==> config.mk <==
export PLATFORM = sky130hd
export DESIGN_NAME = seg7_scan4_flat
export DESIGN_NICKNAME = d
export VERILOG_FILES = /design/src/rtl/seg7_scan4_if.sv /design/src/rtl/seg7_scan4.sv /design/src/flat_wrapper.sv
export SDC_FILE = /design/constraint.sdc
export NUM_CORES = 1
export LEC_CHECK = 0
export ABC_AREA = 1
export BUFFER_PORTS_ARGS = -buffer_cell sky130_fd_sc_hd__buf_2
export CAP_MARGIN = 10
export CORE_ASPECT_RATIO = 1.2
export CORE_UTILIZATION = 51
export CTS_CLUSTER_DIAMETER = 60
export DETAILED_ROUTE_END_ITERATION = 7
export HOLD_SLACK_MARGIN = 0.1
export PLACE_DENSITY_LB_ADDON = 0.08
export RECOVER_POWER = 25
export SYNTH_ARGS = -nofsm -noshare
export SYNTH_HDL_FRONTEND = slang
export SYNTH_SLANG_ARGS = --single-unit
==> constraint.sdc <==
create_clock -name CLK -period 1.78 [get_ports CLK]
set_input_delay 0.089 -clock CLK [delete_from_list [all_inputs] [get_ports CLK]]
set_output_delay 0.089 -clock CLK [all_outputs]
set_load 0.005 [all_outputs]
==> src/rtl/seg7_scan4_if.sv <==
// Bus bundle for the four-digit seven-segment scanner.
// master: the side that supplies the digit data (DIGITS, DP_IN, BLANK_LZ)
//         and observes the display drive.
// slave : the scanner itself; it consumes the digit data and drives
//         AN, SEG, DP and FRAME.
// Signal summary:
//   DIGITS   [15:0] four BCD nibbles, DIGITS[3:0] = rightmost digit
//   DP_IN    [3:0]  decimal-point request per digit, active-high
//   BLANK_LZ        leading-zero blanking enable, active-high
//   AN       [3:0]  digit enables, active-low
//   SEG      [6:0]  segments {g,f,e,d,c,b,a}, active-low
//   DP              decimal point, active-low
//   FRAME           one-cycle pulse after each input snapshot
interface seg7_scan4_if;
    logic [15:0] DIGITS;
    logic [3:0]  DP_IN;
    logic        BLANK_LZ;
    logic [3:0]  AN;
    logic [6:0]  SEG;
    logic        DP;
    logic        FRAME;

    modport master (
        output DIGITS, DP_IN, BLANK_LZ,
        input  AN, SEG, DP, FRAME
    );

    modport slave (
        input  DIGITS, DP_IN, BLANK_LZ,
        output AN, SEG, DP, FRAME
    );
endinterface

==> src/rtl/seg7_scan4.sv <==
// Four-digit multiplexed seven-segment display scanner.
// A prescaler divides CLK so that each digit is selected for SCAN_MAX
// cycles. The digit data is captured into a snapshot once per frame, on
// the tick that wraps the digit index from 3 back to 0, so the shown
// value never tears mid-frame. The first cycle of every digit slot is a
// dead-time cycle with all anodes off to avoid ghosting.
// Ports:
//   CLK    sole clock, rising edge
//   RESET  synchronous, active-high reset
//   bus    seg7_scan4_if.slave: DIGITS/DP_IN/BLANK_LZ in, AN/SEG/DP/FRAME out
// All bus outputs are registered (one cycle after the state they reflect).
module seg7_scan4 #(
    parameter int unsigned SCAN_MAX = 100000
) (
    input  logic         CLK,
    input  logic         RESET,
    seg7_scan4_if.slave  bus
);

    localparam int unsigned CNT_W    = (SCAN_MAX > 1) ? $clog2(SCAN_MAX) : 1;
    localparam logic [CNT_W-1:0] CNT_LAST = CNT_W'(SCAN_MAX - 1);
    localparam logic [6:0]  SEG_OFF  = 7'b1111111;
    localparam logic [6:0]  SEG_DASH = 7'b0111111;
    localparam logic [3:0]  AN_OFF   = 4'b1111;

    // Scan state
    logic [CNT_W-1:0] cnt_q,   cnt_d;
    logic [1:0]       idx_q,   idx_d;

    // Frame snapshot of the inputs
    logic [15:0]      snap_dig_q,   snap_dig_d;
    logic [3:0]       snap_dp_q,    snap_dp_d;
    logic             snap_blank_q, snap_blank_d;

    // Registered outputs
    logic [3:0]       an_q,    an_d;
    logic [6:0]       seg_q,   seg_d;
    logic             dp_q,    dp_d;
    logic             frame_q, frame_d;

    // Combinational helpers
    logic             tick_c;
    logic             wrap_c;
    logic [3:0]       nib_c;
    logic [3:0]       zero_from_c;
    logic             blank_c;

    // BCD to active-low segments; non-decimal nibbles show a dash.
    function automatic logic [6:0] bcd_decode(input logic [3:0] nib);
        logic [6:0] seg;
        case (nib)
            4'd0:    seg = 7'b1000000;
            4'd1:    seg = 7'b1111001;
            4'd2:    seg = 7'b0100100;
            4'd3:    seg = 7'b0110000;
            4'd4:    seg = 7'b0011001;
            4'd5:    seg = 7'b0010010;
            4'd6:    seg = 7'b0000010;
            4'd7:    seg = 7'b1111000;
            4'd8:    seg = 7'b0000000;
            4'd9:    seg = 7'b0010000;
            default: seg = SEG_DASH;
        endcase
        return seg;
    endfunction

    // Next-state and next-output logic
    always_comb begin
        cnt_d        = cnt_q;
        idx_d        = idx_q;
        snap_dig_d   = snap_dig_q;
        snap_dp_d    = snap_dp_q;
        snap_blank_d = snap_blank_q;
        an_d         = AN_OFF;
        seg_d        = SEG_OFF;
        dp_d         = 1'b1;
        frame_d      = 1'b0;
        nib_c        = 4'd0;
        zero_from_c  = 4'd0;
        blank_c      = 1'b0;

        tick_c = (cnt_q == CNT_LAST);
        wrap_c = tick_c && (idx_q == 2'd3);

        // Prescaler and digit index
        if (tick_c) begin
            cnt_d = '0;
            idx_d = idx_q + 2'd1;
        end else begin
            cnt_d = cnt_q + CNT_W'(1);
        end

        // Snapshot loads on the 3->0 wrap; FRAME marks it one cycle later
        if (wrap_c) begin
            snap_dig_d   = bus.DIGITS;
            snap_dp_d    = bus.DP_IN;
            snap_blank_d = bus.BLANK_LZ;
            frame_d      = 1'b1;
        end

        case (idx_q)
            2'd0:    nib_c = snap_dig_q[3:0];
            2'd1:    nib_c = snap_dig_q[7:4];
            2'd2:    nib_c = snap_dig_q[11:8];
            default: nib_c = snap_dig_q[15:12];
        endcase

        // zero_from_c[k]: nibbles k..3 are all zero; digit0 is never blanked
        zero_from_c[3] = (snap_dig_q[15:12] == 4'd0);
        zero_from_c[2] = zero_from_c[3] && (snap_dig_q[11:8] == 4'd0);
        zero_from_c[1] = zero_from_c[2] && (snap_dig_q[7:4] == 4'd0);
        zero_from_c[0] = 1'b0;
        blank_c        = snap_blank_q && zero_from_c[idx_q];

        // First cycle of each slot is dead time: anodes off, SEG/DP still valid
        if (cnt_q == '0) begin
            an_d = AN_OFF;
        end else begin
            an_d = ~(4'b0001 << idx_q);
        end
        seg_d = blank_c ? SEG_OFF : bcd_decode(nib_c);
        dp_d  = ~snap_dp_q[idx_q];
    end

    // State and output registers; reset overrides any coincident tick/load
    always_ff @(posedge CLK) begin
        if (RESET) begin
            cnt_q        <= '0;
            idx_q        <= 2'd0;
            snap_dig_q   <= 16'd0;
            snap_dp_q    <= 4'd0;
            snap_blank_q <= 1'b0;
            an_q         <= AN_OFF;
            seg_q        <= SEG_OFF;
            dp_q         <= 1'b1;
            frame_q      <= 1'b0;
        end else begin
            cnt_q        <= cnt_d;
            idx_q        <= idx_d;
            snap_dig_q   <= snap_dig_d;
            snap_dp_q    <= snap_dp_d;
            snap_blank_q <= snap_blank_d;
            an_q         <= an_d;
            seg_q        <= seg_d;
            dp_q         <= dp_d;
            frame_q      <= frame_d;
        end
    end

    assign bus.AN    = an_q;
    assign bus.SEG   = seg_q;
    assign bus.DP    = dp_q;
    assign bus.FRAME = frame_q;

endmodule

==> src/flat_wrapper.sv <==
// flat-port wrapper written by rule: the top's interface ports become plain ports
module seg7_scan4_flat 
#(
    parameter int unsigned SCAN_MAX = 100000
)
  (CLK, RESET, bus_DIGITS, bus_DP_IN, bus_BLANK_LZ, bus_AN, bus_SEG, bus_DP, bus_FRAME);
  seg7_scan4_if bus_i ();
  input  logic CLK;
  input  logic RESET;
  input wire logic [$bits(bus_i.DIGITS)-1:0] bus_DIGITS;
  input wire logic [$bits(bus_i.DP_IN)-1:0] bus_DP_IN;
  input wire logic [$bits(bus_i.BLANK_LZ)-1:0] bus_BLANK_LZ;
  output wire logic [$bits(bus_i.AN)-1:0] bus_AN;
  output wire logic [$bits(bus_i.SEG)-1:0] bus_SEG;
  output wire logic [$bits(bus_i.DP)-1:0] bus_DP;
  output wire logic [$bits(bus_i.FRAME)-1:0] bus_FRAME;
  assign bus_i.DIGITS = bus_DIGITS;
  assign bus_i.DP_IN = bus_DP_IN;
  assign bus_i.BLANK_LZ = bus_BLANK_LZ;
  assign bus_AN = bus_i.AN;
  assign bus_SEG = bus_i.SEG;
  assign bus_DP = bus_i.DP;
  assign bus_FRAME = bus_i.FRAME;
  seg7_scan4 #(.SCAN_MAX(SCAN_MAX)) u_core (.CLK(CLK), .RESET(RESET), .bus(bus_i));
endmodule
==> impl_metrics.py, run 1 <==
metrics = {
    "global_route": {
        "pin_count_of_the_biggest_net_entering_global_routing": 44,
        "remaining_overflow_grt": 0,
        "first_global_vias": 2283,
        "grt_first_pass_wirelength_mm": 9.28,
        "grt_usage": 0.225,
        "grt_antenna_before_repair": 0,
    },
    "yosys": {
        "synth-edff-count": 0,
        "synth_top_cell_area_share": 0.404,
        "synth.lib_cells_used.distinct": 29,
        "synthesized_cell_area_mm2": 0.00263,
        "asr_flop_ratio_synth": 0,
        "ys_top_cells_by_count": "sky130_fd_sc_hd__nand2_1, sky130_fd_sc_hd__nor2_1, sky130_fd_sc_hd__dfxtp_1",
        "ys_seq_elements": 53,
        "dominant_synthesized_flop_cell": "sky130_fd_sc_hd__dfxtp_1",
        "postSynthCellCount": 393,
        "synth_area_leader_cell": "sky130_fd_sc_hd__dfxtp_1",
        "yosysMostFrequentCell": "sky130_fd_sc_hd__nand2_1",
        "yosysWarnings": 0,
        "synth_seq_area_share": 0.404,
        "synth.avg_cell_area_um2": 6.69,
        "synth_fp_nets": 426,
        "yosys-top-cells-area": "sky130_fd_sc_hd__dfxtp_1, sky130_fd_sc_hd__nand2_1, sky130_fd_sc_hd__nor2_1, sky130_fd_sc_hd__inv_1, sky130_fd_sc_hd__nand3_1",
    },
    "floorplanning": {
        "die_height_um": 80.6,
        "ios": 36,
        "core_region_area_mm2": 0.00494,
        "design.die.area_mm2": 0.00545,
        "start_util": 0.532,
        "num_rows": 28,
        "die_width_um": 67.5,
    },
    "drt": {
        "drt.antenna.violating_nets": 0,
        "remaining_drc_errors": 0,
        "drt-pass1-iter-count": 4,
        "detail_route.wirelength_mm": 5.76,
        "detail_route.iter0.violations": 119,
        "post_drt_via_cell_ratio": 4.78,
        "wl_per_cell_um": 11.1,
        "total_number_of_vias": 2488,
    },
    "setup_path": {
        "crit_path_top_delay_cell": "sky130_fd_sc_hd__dfxtp_4",
        "crit-reg2reg-launch": "u_core.idx_q[1]",
        "crit_family": "simple AND/OR/NAND/NOR gates",
        "timing.critical_path.fanout_max": 5,
        "worstSetupEndpointType": "register",
        "cp.arrival_ns": 1.96,
        "setup.worst_path.start": "u_core.idx_q[1]",
        "path_common_cell": "sky130_fd_sc_hd__nand3_1",
        "max_stage_delay_ns": 0.39,
        "crit_buf_inv": 2,
        "worstSetupStartpointType": "register",
        "critPathKind": "register to register",
        "crit_required_ns": 2.04,
        "cp_cell_sequence": "clkinvlp_4, ha_4, nand2_2, nand2_2, nor2_2, nor2_2, buf_4, ha_1, nand3_1, nand3_1, nand3_1",
    },
    "placement": {
        "hpwl_mm": 4.20,
        "io_buffers": 35,
        "gp_routability_congestion": 0.926,
        "postPlaceCellArea_mm2": 0.00292,
    },
    "clock_tree": {
        "cts.clk_slew.worst_paths_ns": 0.10,
        "clkSinkCount": 53,
        "clk_latency_ns": 0.31,
        "cts-buffers-inserted": 5,
        "htree_num_levels": 2,
        "cts_root_buf": "sky130_fd_sc_hd__clkbuf_8",
        "ctsLongestPathBuffers": 2,
        "cts_tree": "yes",
    },
    "layout": {
        "final_area_mm2": 0.00331,
        "antenna_cells": 0,
        "drive_above_1_share": 0.165,
        "nNetsFinal": 493,
        "finalCoreUtilization": 0.671,
        "area_added_between_synthesis_and_finish_pct": 26.1,
    },
    "power_and_ir_drop": {
        "p_switching_w": 0.000448,
        "switching_power_as_a_share_of_total_power": 0.225,
        "power.static_leakage_nw": 1.56,
        "internal_power_w": 0.00154,
        "max-vdd-ir-drop_mv": 0.393,
        "power.clock.fraction": 0.334,
        "share_of_power_burned_in_combinational_logic": 0.061,
        "cell_pwr_density_mw_per_mm2": 600,
        "seq_power_share": 0.605,
        "power.total_w": 0.00199,
    },
    "sta": {
        "max_slew.worst_pin.slew_ns": 0.375,
        "worst_clock_skew_ns": 0.0158,
        "grt_setup_unrepaired": "yes",
        "timing.slew.headroom": 0.748,
        "final-max-slew-violation-count": 0,
        "finalCritPeriodShare": 0.956,
        "time_the_worst_path_needs_with_i_o_delays_and_setup_ns": 1.70,
        "hold_viol_final": 0,
        "max_freq_mhz": 587,
        "setup_viol": 0,
    },
    "hold_path": {
        "holdCritStartpoint": "u_core.cnt_q[0]",
        "hold_class": "register to register",
    },
    "outcome": {
        "status": "finished clean",
    },
    "job": {
        "max_cap_violations": 0,
    },
}
-- cell type report --
cell class                      count  area [um^2]
Tap cell                           60         75.1
Sequential cell                    53         1070
Clock inverter                      2         15.0
Timing Repair Buffer               68          477
Inverter                           49          188
Multi-Input combinational cell    283         1420
Fill cell                         441         1630
Clock buffer                        6         72.6
-- worst reg2reg max path, cell delays in order, from the launching register on --
cell and delay (ns):
sky130_fd_sc_hd__dfxtp_4 0.39, sky130_fd_sc_hd__clkinvlp_4 0.15, sky130_fd_sc_hd__ha_4 0.21, sky130_fd_sc_hd__nand2_2 0.07, sky130_fd_sc_hd__nand2_2 0.08, sky130_fd_sc_hd__nor2_2 0.13, sky130_fd_sc_hd__nor2_2 0.05, sky130_fd_sc_hd__buf_4 0.14
sky130_fd_sc_hd__ha_1 0.21, sky130_fd_sc_hd__nand3_1 0.09, sky130_fd_sc_hd__nand3_1 0.08, sky130_fd_sc_hd__nand3_1 0.08
-- layer usage --
metal | up-vias | global-route usage | wire [um]
met5 | - | 0 | 0
met4 | 0 | 0.0809 | 148
met3 | 14 | 0.0412 | 138
met2 | 31 | 0.437 | 3140
met1 | 1103 | 0.227 | 2330
li1 | 1340 | - | -
-- path summary, 6_finish.rpt --
check / endpoint / slack (ns) / cells past startpoint
worst max-delay path: u_core.bus.SEG[4] / 0.08 / 11
worst min-delay path: u_core.cnt_q[0] / 0.47 / 1
worst max register to register: u_core.bus.SEG[4] / 0.08 / 11
worst min register to register: u_core.cnt_q[0] / 0.47 / 1
-- flip-flops by register name (all words and copies together), names as in the netlist --
signal	count
u_core.bus.AN	4
u_core.bus.DP	1
u_core.bus.FRAME	1
u_core.bus.SEG	7
u_core.cnt_q	17
u_core.idx_q	2
u_core.snap_blank_q	1
u_core.snap_dig_q	16
u_core.snap_dp_q	4
-- timing repair --
item                                    4_1_cts  5_1_grt
setup buffers                                 0        1
gates cloned                                  0        0
hold endpoints to repair                     22        0
hold buffers                                 22        0
endpoints found under the setup margin        1        7
pin swaps                                     0        8
resized for setup                             1       27
-- power by group through the flow --
stage / Combinational (W) / Clock [W] / Sequential, W
2_1_floorplan: 0.0000401 / 0 / 0.00124
3_3_place_gp: 0.0000855 / 0 / 0.00123
3_5_place_dp: 0.0000866 / 0 / 0.00123
4_1_cts: 0.000124 / 0.000702 / 0.00121
5_1_grt: 0.000137 / 0.000742 / 0.00121
6_report: 0.000121 / 0.000665 / 0.00120
-- per-stage QoR --
stage / hold WS (ns) / cells / setup TNS (ns) / setup slack [ns]
3_5_place_dp: 0.265 / 490 / -0.0255 / -0.0255
2_1_floorplan: 0.161 / 393 / 0 / 0.0858
5_1_grt: 0.479 / 521 / -0.00640 / -0.00363
4_1_cts: 0.475 / 520 / 0 / 0.00837
6_report: 0.466 / 521 / 0 / 0.0777
3_3_place_gp: 0.264 / 490 / 0 / 0.0390
-- layout by cell type (no fill, tap or decap), types with 8 or more instances in the layout --
cell | netlist | routed
sky130_fd_sc_hd__nand2_1 | 117 | 111
sky130_fd_sc_hd__nor2_1 | 78 | 74
sky130_fd_sc_hd__dfxtp_1 | 53 | 51
sky130_fd_sc_hd__inv_1 | 47 | 44
sky130_fd_sc_hd__nand3_1 | 27 | 26
sky130_fd_sc_hd__buf_2 | 3 | 24
sky130_fd_sc_hd__dlygate4sd3_1 | 0 | 22
sky130_fd_sc_hd__a21oi_1 | 14 | 14
sky130_fd_sc_hd__clkbuf_1 | 1 | 10
sky130_fd_sc_hd__buf_4 | 1 | 10
sky130_fd_sc_hd__nand2_2 | 2 | 8
-- cell families (layout without fill, tap and decap cells) --
kind of cell               Yosys count  after routing  share of synthesized area
adders and majority gates           10             10                     0.0476
AOI/OAI and AO/OA                   23             23                     0.0485
xor gates and xnor gates             4              4                     0.0133
and+or+nand+nor                    246            246                      0.397
buffers and inverters               57            125                     0.0900
DFF                                 53             53                      0.404
Power figures use the tool's default switching activity.
==> run 2, diff against run 1 <==
--- a/config.mk
+++ b/config.mk
@@ -8,8 +8,10 @@
 export ABC_AREA = 1
 export BUFFER_PORTS_ARGS = -buffer_cell sky130_fd_sc_hd__buf_2
 export CAP_MARGIN = 10
+export CELL_PAD_IN_SITES_DETAIL_PLACEMENT = 1
+export CELL_PAD_IN_SITES_GLOBAL_PLACEMENT = 1
 export CORE_ASPECT_RATIO = 1.2
-export CORE_UTILIZATION = 51
+export CORE_UTILIZATION = 36
 export CTS_CLUSTER_DIAMETER = 60
 export DETAILED_ROUTE_END_ITERATION = 7
 export HOLD_SLACK_MARGIN = 0.1
==> constraint.sdc (replaced) <==
create_clock -name CLK -period 1.78 [get_ports CLK]
set_input_delay 0.267 -clock CLK [delete_from_list [all_inputs] [get_ports CLK]]
set_output_delay 0.267 -clock CLK [all_outputs]
set_load 0.005 [all_outputs]
==> impl_metrics.py, run 2 (same netlist as run 1, synthesis figures left out) <==
metrics = {
    "drt": {
        "detail_route.wirelength_mm": 7.08,
        "remaining_drc_errors": 0,
        "drt.antenna.violating_nets": 0,
        "total_number_of_vias": 2527,
        "detail_route.iter0.violations": 47,
        "wl_per_cell_um": 13.2,
        "drt-pass1-iter-count": 4,
        "post_drt_via_cell_ratio": 4.71,
    },
    "power_and_ir_drop": {
        "cell_pwr_density_mw_per_mm2": 680,
        "internal_power_w": 0.00179,
        "share_of_power_burned_in_combinational_logic": 0.038,
        "power.static_leakage_nw": 1.59,
        "max-vdd-ir-drop_mv": 0.342,
        "switching_power_as_a_share_of_total_power": 0.205,
        "power.clock.fraction": 0.427,
        "power.total_w": 0.00225,
        "p_switching_w": 0.000461,
        "seq_power_share": 0.534,
    },
    "hold_path": {
        "holdCritStartpoint": "RESET",
        "hold_class": "primary input to register",
    },
    "clock_tree": {
        "clk_latency_ns": 0.30,
        "ctsLongestPathBuffers": 2,
        "clkSinkCount": 53,
        "cts_hold_repair.buffers": 0,
        "cts_root_buf": "sky130_fd_sc_hd__clkbuf_8",
        "cts_tree": "yes",
        "htree_num_levels": 2,
        "cts-buffers-inserted": 5,
        "cts.clk_slew.worst_paths_ns": 0.10,
    },
    "layout": {
        "largest-register": "u_core.cnt_q",
        "area.sequential_mm2": 0.00107,
        "final_common_cell": "sky130_fd_sc_hd__nand2_1",
        "finalCoreUtilization": 0.478,
        "multi_input_area_mm2": 0.00148,
        "area_added_between_synthesis_and_finish_pct": 26.1,
        "largest_register_ffs": 17,
        "drive_above_1_share": 0.207,
        "antenna_cells": 0,
        "commonest_cells_after_routing_fill_and_taps_aside": "sky130_fd_sc_hd__nand2_1, sky130_fd_sc_hd__nor2_1, sky130_fd_sc_hd__dfxtp_1",
        "nNetsFinal": 481,
        "final_area_mm2": 0.00331,
        "fillCellCount": 925,
    },
    "setup_path": {
        "cp_cell_sequence": "clkinvlp_4, ha_4, buf_4, nand2_1, nand2_1, o22ai_4, a21oi_1, nor2_2, nand2_1",
        "crit_required_ns": 1.97,
        "ff2ff_setup_slack_ns": 0.07,
        "cp.arrival_ns": 1.91,
        "crit-reg2reg-launch": "u_core.idx_q[0]",
        "critPathKind": "register to register",
        "crit_buf_inv": 2,
        "timing.critical_path.fanout_max": 5,
        "crit_path_top_delay_cell": "sky130_fd_sc_hd__dfxtp_4",
        "max_stage_delay_ns": 0.40,
        "crit_family": "simple AND/OR/NAND/NOR gates",
        "setup.worst_path.start": "u_core.idx_q[0]",
        "worstSetupEndpointType": "register",
        "path_common_cell": "sky130_fd_sc_hd__nand2_1",
        "worstSetupStartpointType": "register",
    },
    "placement": {
        "gp_routability_congestion": 0.818,
        "hpwl_mm": 5.33,
        "io_buffers": 35,
        "postPlaceCellArea_mm2": 0.00299,
    },
    "global_route": {
        "remaining_overflow_grt": 0,
        "global_route.peak_usage_layer": "met2",
        "grt_first_pass_wirelength_mm": 11.4,
        "globalRouteMet1Util": 0.197,
        "met2_usage": 0.396,
        "grt_antenna_before_repair": 0,
        "first_global_vias": 2574,
        "met3_capacity_usage_during_global_routing": 0.0287,
        "pin_count_of_the_biggest_net_entering_global_routing": 44,
        "grt_usage": 0.194,
    },
    "floorplanning": {
        "design.die.area_mm2": 0.00765,
        "start_util": 0.379,
        "die_height_um": 95.6,
        "core_region_area_mm2": 0.00694,
        "ios": 36,
        "die_width_um": 80.0,
        "num_rows": 33,
    },
    "sta": {
        "max_slew.worst_pin.slew_ns": 0.382,
        "setup_viol": 0,
        "max_freq_mhz": 584,
        "final-max-slew-violation-count": 0,
        "time_the_worst_path_needs_with_i_o_delays_and_setup_ns": 1.71,
        "finalCritPeriodShare": 0.962,
        "hold_viol_final": 0,
        "timing.slew.headroom": 0.744,
        "worst_clock_skew_ns": 0.00403,
    },
    "job": {
        "max_cap_violations": 0,
    },
    "outcome": {
        "status": "finished clean",
    },
}
run 2: cell types whose count changed in the layout (fill, tap and decap cells not counted), moves of 3 or more:
cell                            previous run  this run
sky130_fd_sc_hd__buf_2                    24        27
sky130_fd_sc_hd__buf_4                    10        19
sky130_fd_sc_hd__dlygate4sd3_1            22         0
sky130_fd_sc_hd__nand2_1                 111       108
sky130_fd_sc_hd__nand2_2                   8         5
sky130_fd_sc_hd__nand2_4                   0         6
run 2: final timing paths:
check / end / cells after the start
hold reg to reg: u_core.cnt_q[0] / 1
setup / recovery: u_core.bus.SEG[2] / 9
setup reg to reg: u_core.bus.SEG[2] / 9
hold / removal: u_core.bus.FRAME / 2
run 2: what timing repair did:
action	in CTS	in global routing
gates resized for setup	4	38
buffers inserted	0	6
pin swaps	0	12
setup endpoints to repair	6	7
run 2: final cells by class:
class | count | area share
Multi-Input combinational cell | 283 | 0.448
Clock buffer | 5 | 0.0208
Timing Repair Buffer | 56 | 0.100
Sequential cell | 53 | 0.322
Clock inverter | 3 | 0.0196
Inverter | 49 | 0.0566
Tap cell | 87 | 0.0328
run 2: power by group through the flow:
stage          registers (W)  clock network (W)  logic [W]
6_report             0.00120           0.000964  0.0000866
5_1_grt              0.00121            0.00105  0.0000996
4_1_cts              0.00121            0.00100  0.0000895
3_5_place_dp         0.00123                  0  0.0000895
3_3_place_gp         0.00123                  0  0.0000874
2_1_floorplan        0.00124                  0  0.0000401
run 2: layer usage:
| metal | up-vias | share of wire |
|---|---|---|
| met2 | 24 | 0.56 |
| met1 | 1176 | 0.41 |
| met3 | 6 | 0.017 |
| met4 | 0 | 0.015 |
| li1 | 1321 | - |
| met5 | - | 0 |
run 2: worst register-to-register path: cells and delay by family (launching register included):
family	cells	cell delay (ns)
simple gates	4	0.46
flops	1	0.40
buf+inv	2	0.29
compound gates	2	0.25
fa+ha+maj	1	0.20
run 2: stage by stage:
stage / setup TNS [ns] / std cells / hold slack [ns] / worst slack (ns)
2_1_floorplan: 0 / 393 / 0.339 / 0.0858
3_3_place_gp: 0 / 522 / 0.448 / 0.0534
3_5_place_dp: -0.125 / 522 / 0.452 / -0.0661
4_1_cts: 0 / 530 / 0.122 / 0.00708
5_1_grt: -0.113 / 536 / 0.126 / -0.0400
6_report: 0 / 536 / 0.137 / 0.0671
==> run 3, diff against run 2 <==
--- a/config.mk
+++ b/config.mk
@@ -10,7 +10,7 @@
 export CAP_MARGIN = 10
 export CELL_PAD_IN_SITES_DETAIL_PLACEMENT = 1
 export CELL_PAD_IN_SITES_GLOBAL_PLACEMENT = 1
-export CORE_ASPECT_RATIO = 1.2
+export CORE_ASPECT_RATIO = 1.1
 export CORE_UTILIZATION = 36
 export CTS_CLUSTER_DIAMETER = 60
 export DETAILED_ROUTE_END_ITERATION = 7
==> constraint.sdc (replaced) <==
create_clock -name CLK -period 1.78 [get_ports CLK]
set_input_delay 0.356 -clock CLK [delete_from_list [all_inputs] [get_ports CLK]]
set_output_delay 0.356 -clock CLK [all_outputs]
set_load 0.1 [all_outputs]
==> impl_metrics.py, run 3 (same netlist as run 1, synthesis figures left out) <==
metrics = {
    "floorplanning": {
        "start_util": 0.373,
        "num_rows": 32,
        "die_width_um": 83.5,
        "design.die.area_mm2": 0.00765,
        "core_region_area_mm2": 0.00705,
        "die_height_um": 91.6,
        "ios": 36,
    },
    "power_and_ir_drop": {
        "power.static_leakage_nw": 1.52,
        "max-vdd-ir-drop_mv": 0.331,
        "switching_power_as_a_share_of_total_power": 0.250,
        "seq_power_share": 0.569,
        "internal_power_w": 0.00159,
        "p_switching_w": 0.000530,
        "share_of_power_burned_in_combinational_logic": 0.074,
        "cell_pwr_density_mw_per_mm2": 675,
        "power.clock.fraction": 0.357,
    },
    "sta": {
        "setup_viol": 0,
        "setup_slack_ns": 0.0732,
        "hold_viol_final": 0,
        "time_the_worst_path_needs_with_i_o_delays_and_setup_ns": 1.71,
        "max_slew.worst_pin.slew_ns": 0.544,
        "worst_clock_skew_ns": 0.00789,
        "final-max-slew-violation-count": 0,
        "final.setup.tns_ns": 0,
        "finalCritPeriodShare": 0.959,
        "timing.slew.headroom": 0.639,
        "max_freq_mhz": 586,
    },
    "clock_tree": {
        "clk_latency_ns": 0.31,
        "clkSinkCount": 53,
        "cts_root_buf": "sky130_fd_sc_hd__clkbuf_8",
        "cts.clk_slew.worst_paths_ns": 0.10,
        "ctsLongestPathBuffers": 2,
        "cts_tree": "yes",
        "cts-buffers-inserted": 5,
        "htree_num_levels": 2,
    },
    "setup_path": {
        "cp_cell_sequence": "buf_4, ha_4, nand2_2, nand2_2, nor2_4, nor2_2, ha_1, or2_2, nand3_1, nand2_1",
        "max_stage_delay_ns": 0.37,
        "critPathKind": "register to register",
        "setup.worst_path.start": "u_core.idx_q[1]",
        "timing.critical_path.fanout_max": 5,
        "worstSetupEndpointType": "register",
        "ff2ff_setup_slack_ns": 0.07,
        "crit_required_ns": 1.98,
        "crit-reg2reg-launch": "u_core.idx_q[1]",
        "path_common_cell": "sky130_fd_sc_hd__nand2_2",
        "worstRegToRegCells": 10,
        "worstSetupEndpoint": "u_core.bus.SEG[5]",
        "crit_path_top_delay_cell": "sky130_fd_sc_hd__dfxtp_4",
        "cp.arrival_ns": 1.91,
        "worstSetupStartpointType": "register",
        "worst_r2r_endpoint": "u_core.bus.SEG[5]",
    },
    "drt": {
        "drt.antenna.violating_nets": 0,
        "wl_met3_um": 151,
        "drt-pass1-iter-count": 4,
        "wl_per_cell_um": 12.9,
        "post_drt_via_cell_ratio": 4.72,
        "top_layer": "met4",
        "met1_length_mm": 3.06,
        "total_number_of_vias": 2492,
        "detail_route.wirelength_mm": 6.80,
        "remaining_drc_errors": 0,
        "detailroute.wirelength.met2_mm": 3.51,
        "detail_route.iter0.violations": 40,
    },
    "placement": {
        "gp_routability_congestion": 0.779,
        "dp_slack_ns": -0.0209,
        "io_buffers": 35,
        "hpwl_mm": 5.07,
    },
    "global_route": {
        "pin_count_of_the_biggest_net_entering_global_routing": 26,
        "grt_antenna_before_repair": 0,
        "remaining_overflow_grt": 0,
        "first_global_vias": 2523,
        "grt_first_pass_wirelength_mm": 11.4,
        "grt_usage": 0.184,
    },
    "outcome": {
        "status": "finished clean",
    },
    "layout": {
        "finalCoreUtilization": 0.445,
        "commonest_cells_after_routing_fill_and_taps_aside": "sky130_fd_sc_hd__nand2_1, sky130_fd_sc_hd__nor2_1, sky130_fd_sc_hd__dfxtp_1",
        "drive_above_1_share": 0.199,
        "largest-register": "u_core.cnt_q",
        "nNetsFinal": 475,
        "largest_register_ffs": 17,
        "final_common_cell": "sky130_fd_sc_hd__nand2_1",
        "antenna_cells": 0,
        "area_added_between_synthesis_and_finish_pct": 19.3,
    },
    "job": {
        "max_cap_violations": 0,
    },
    "hold_path": {
        "hold_class": "primary input to register",
    },
}
run 3: cell types whose count changed in the layout (fill, tap and decap cells not counted), sizes merged:
cell and delta:
buf -9, bufinv -2, clkbuf +5, clkinvlp -1, inv +1
run 3: worst min path at each step:
stage                     from               end  slack, ns  depth (start not counted)
2_1_floorplan            RESET  u_core.bus.FRAME       0.43                          1
3_3_place_gp   u_core.cnt_q[0]   u_core.cnt_q[0]       0.45                          1
3_5_place_dp   u_core.cnt_q[0]   u_core.cnt_q[0]       0.46                          1
4_1_cts                  RESET  u_core.bus.FRAME       0.20                          2
5_1_grt                  RESET  u_core.bus.FRAME       0.21                          2
6_report                 RESET  u_core.bus.FRAME       0.21                          2
run 3: metrics by stage:
stage / power (W) / cells / hold WS, ns / instance area, um^2
6_report: 0.00212 / 528 / 0.207 / 3140
5_1_grt: 0.00220 / 528 / 0.209 / 3140
4_1_cts: 0.00215 / 527 / 0.196 / 3080
3_5_place_dp: 0.00140 / 519 / 0.458 / 2960
3_3_place_gp: 0.00139 / 519 / 0.453 / 2960
2_1_floorplan: 0.00134 / 393 / 0.428 / 2630
run 3: power groups by stage:
stage          sequential (W)  clock (W)  combinational, W
4_1_cts               0.00121   0.000779          0.000160
3_5_place_dp          0.00124          0          0.000160
3_3_place_gp          0.00123          0          0.000158
5_1_grt               0.00121   0.000820          0.000169
6_report              0.00120   0.000755          0.000157
2_1_floorplan         0.00130          0         0.0000401
run 3: layout make-up:
type,instances,area (um^2)
repair buffers,50,284
clock inverters,1,5.00
fillers,953,3910
flip-flops and latches,53,1070
well taps,85,106
clock buffers,7,96.3
multi-input cells,283,1390
inverters,49,184
run 3: what timing repair did:
| action | CTS | global route |
|---|---|---|
| gates cloned | 0 | 0 |
| hold buffers | 0 | 0 |
| buffers inserted | 0 | 1 |
| resized for setup | 4 | 19 |
| setup endpoints to repair | 6 | 6 |
| pin swaps | 0 | 2 |
run 3: worst max-delay path: cells and delay by family, from the launching register on:
kind                     cells  cell delay [ns]
adder cells (fa/ha/maj)      2             0.35
flip-flops                   1             0.37
buffers and inverters        1             0.14
AND/OR/NAND/NOR              7             0.74
run 3: routing by layer:
| layer | global-route usage | vias to the layer above |
|---|---|---|
| li1 | - | 1308 |
| met1 | 0.220 | 1153 |
| met2 | 0.346 | 24 |
| met3 | 0.0234 | 7 |
| met4 | 0.0508 | 0 |
| met5 | 0 | - |
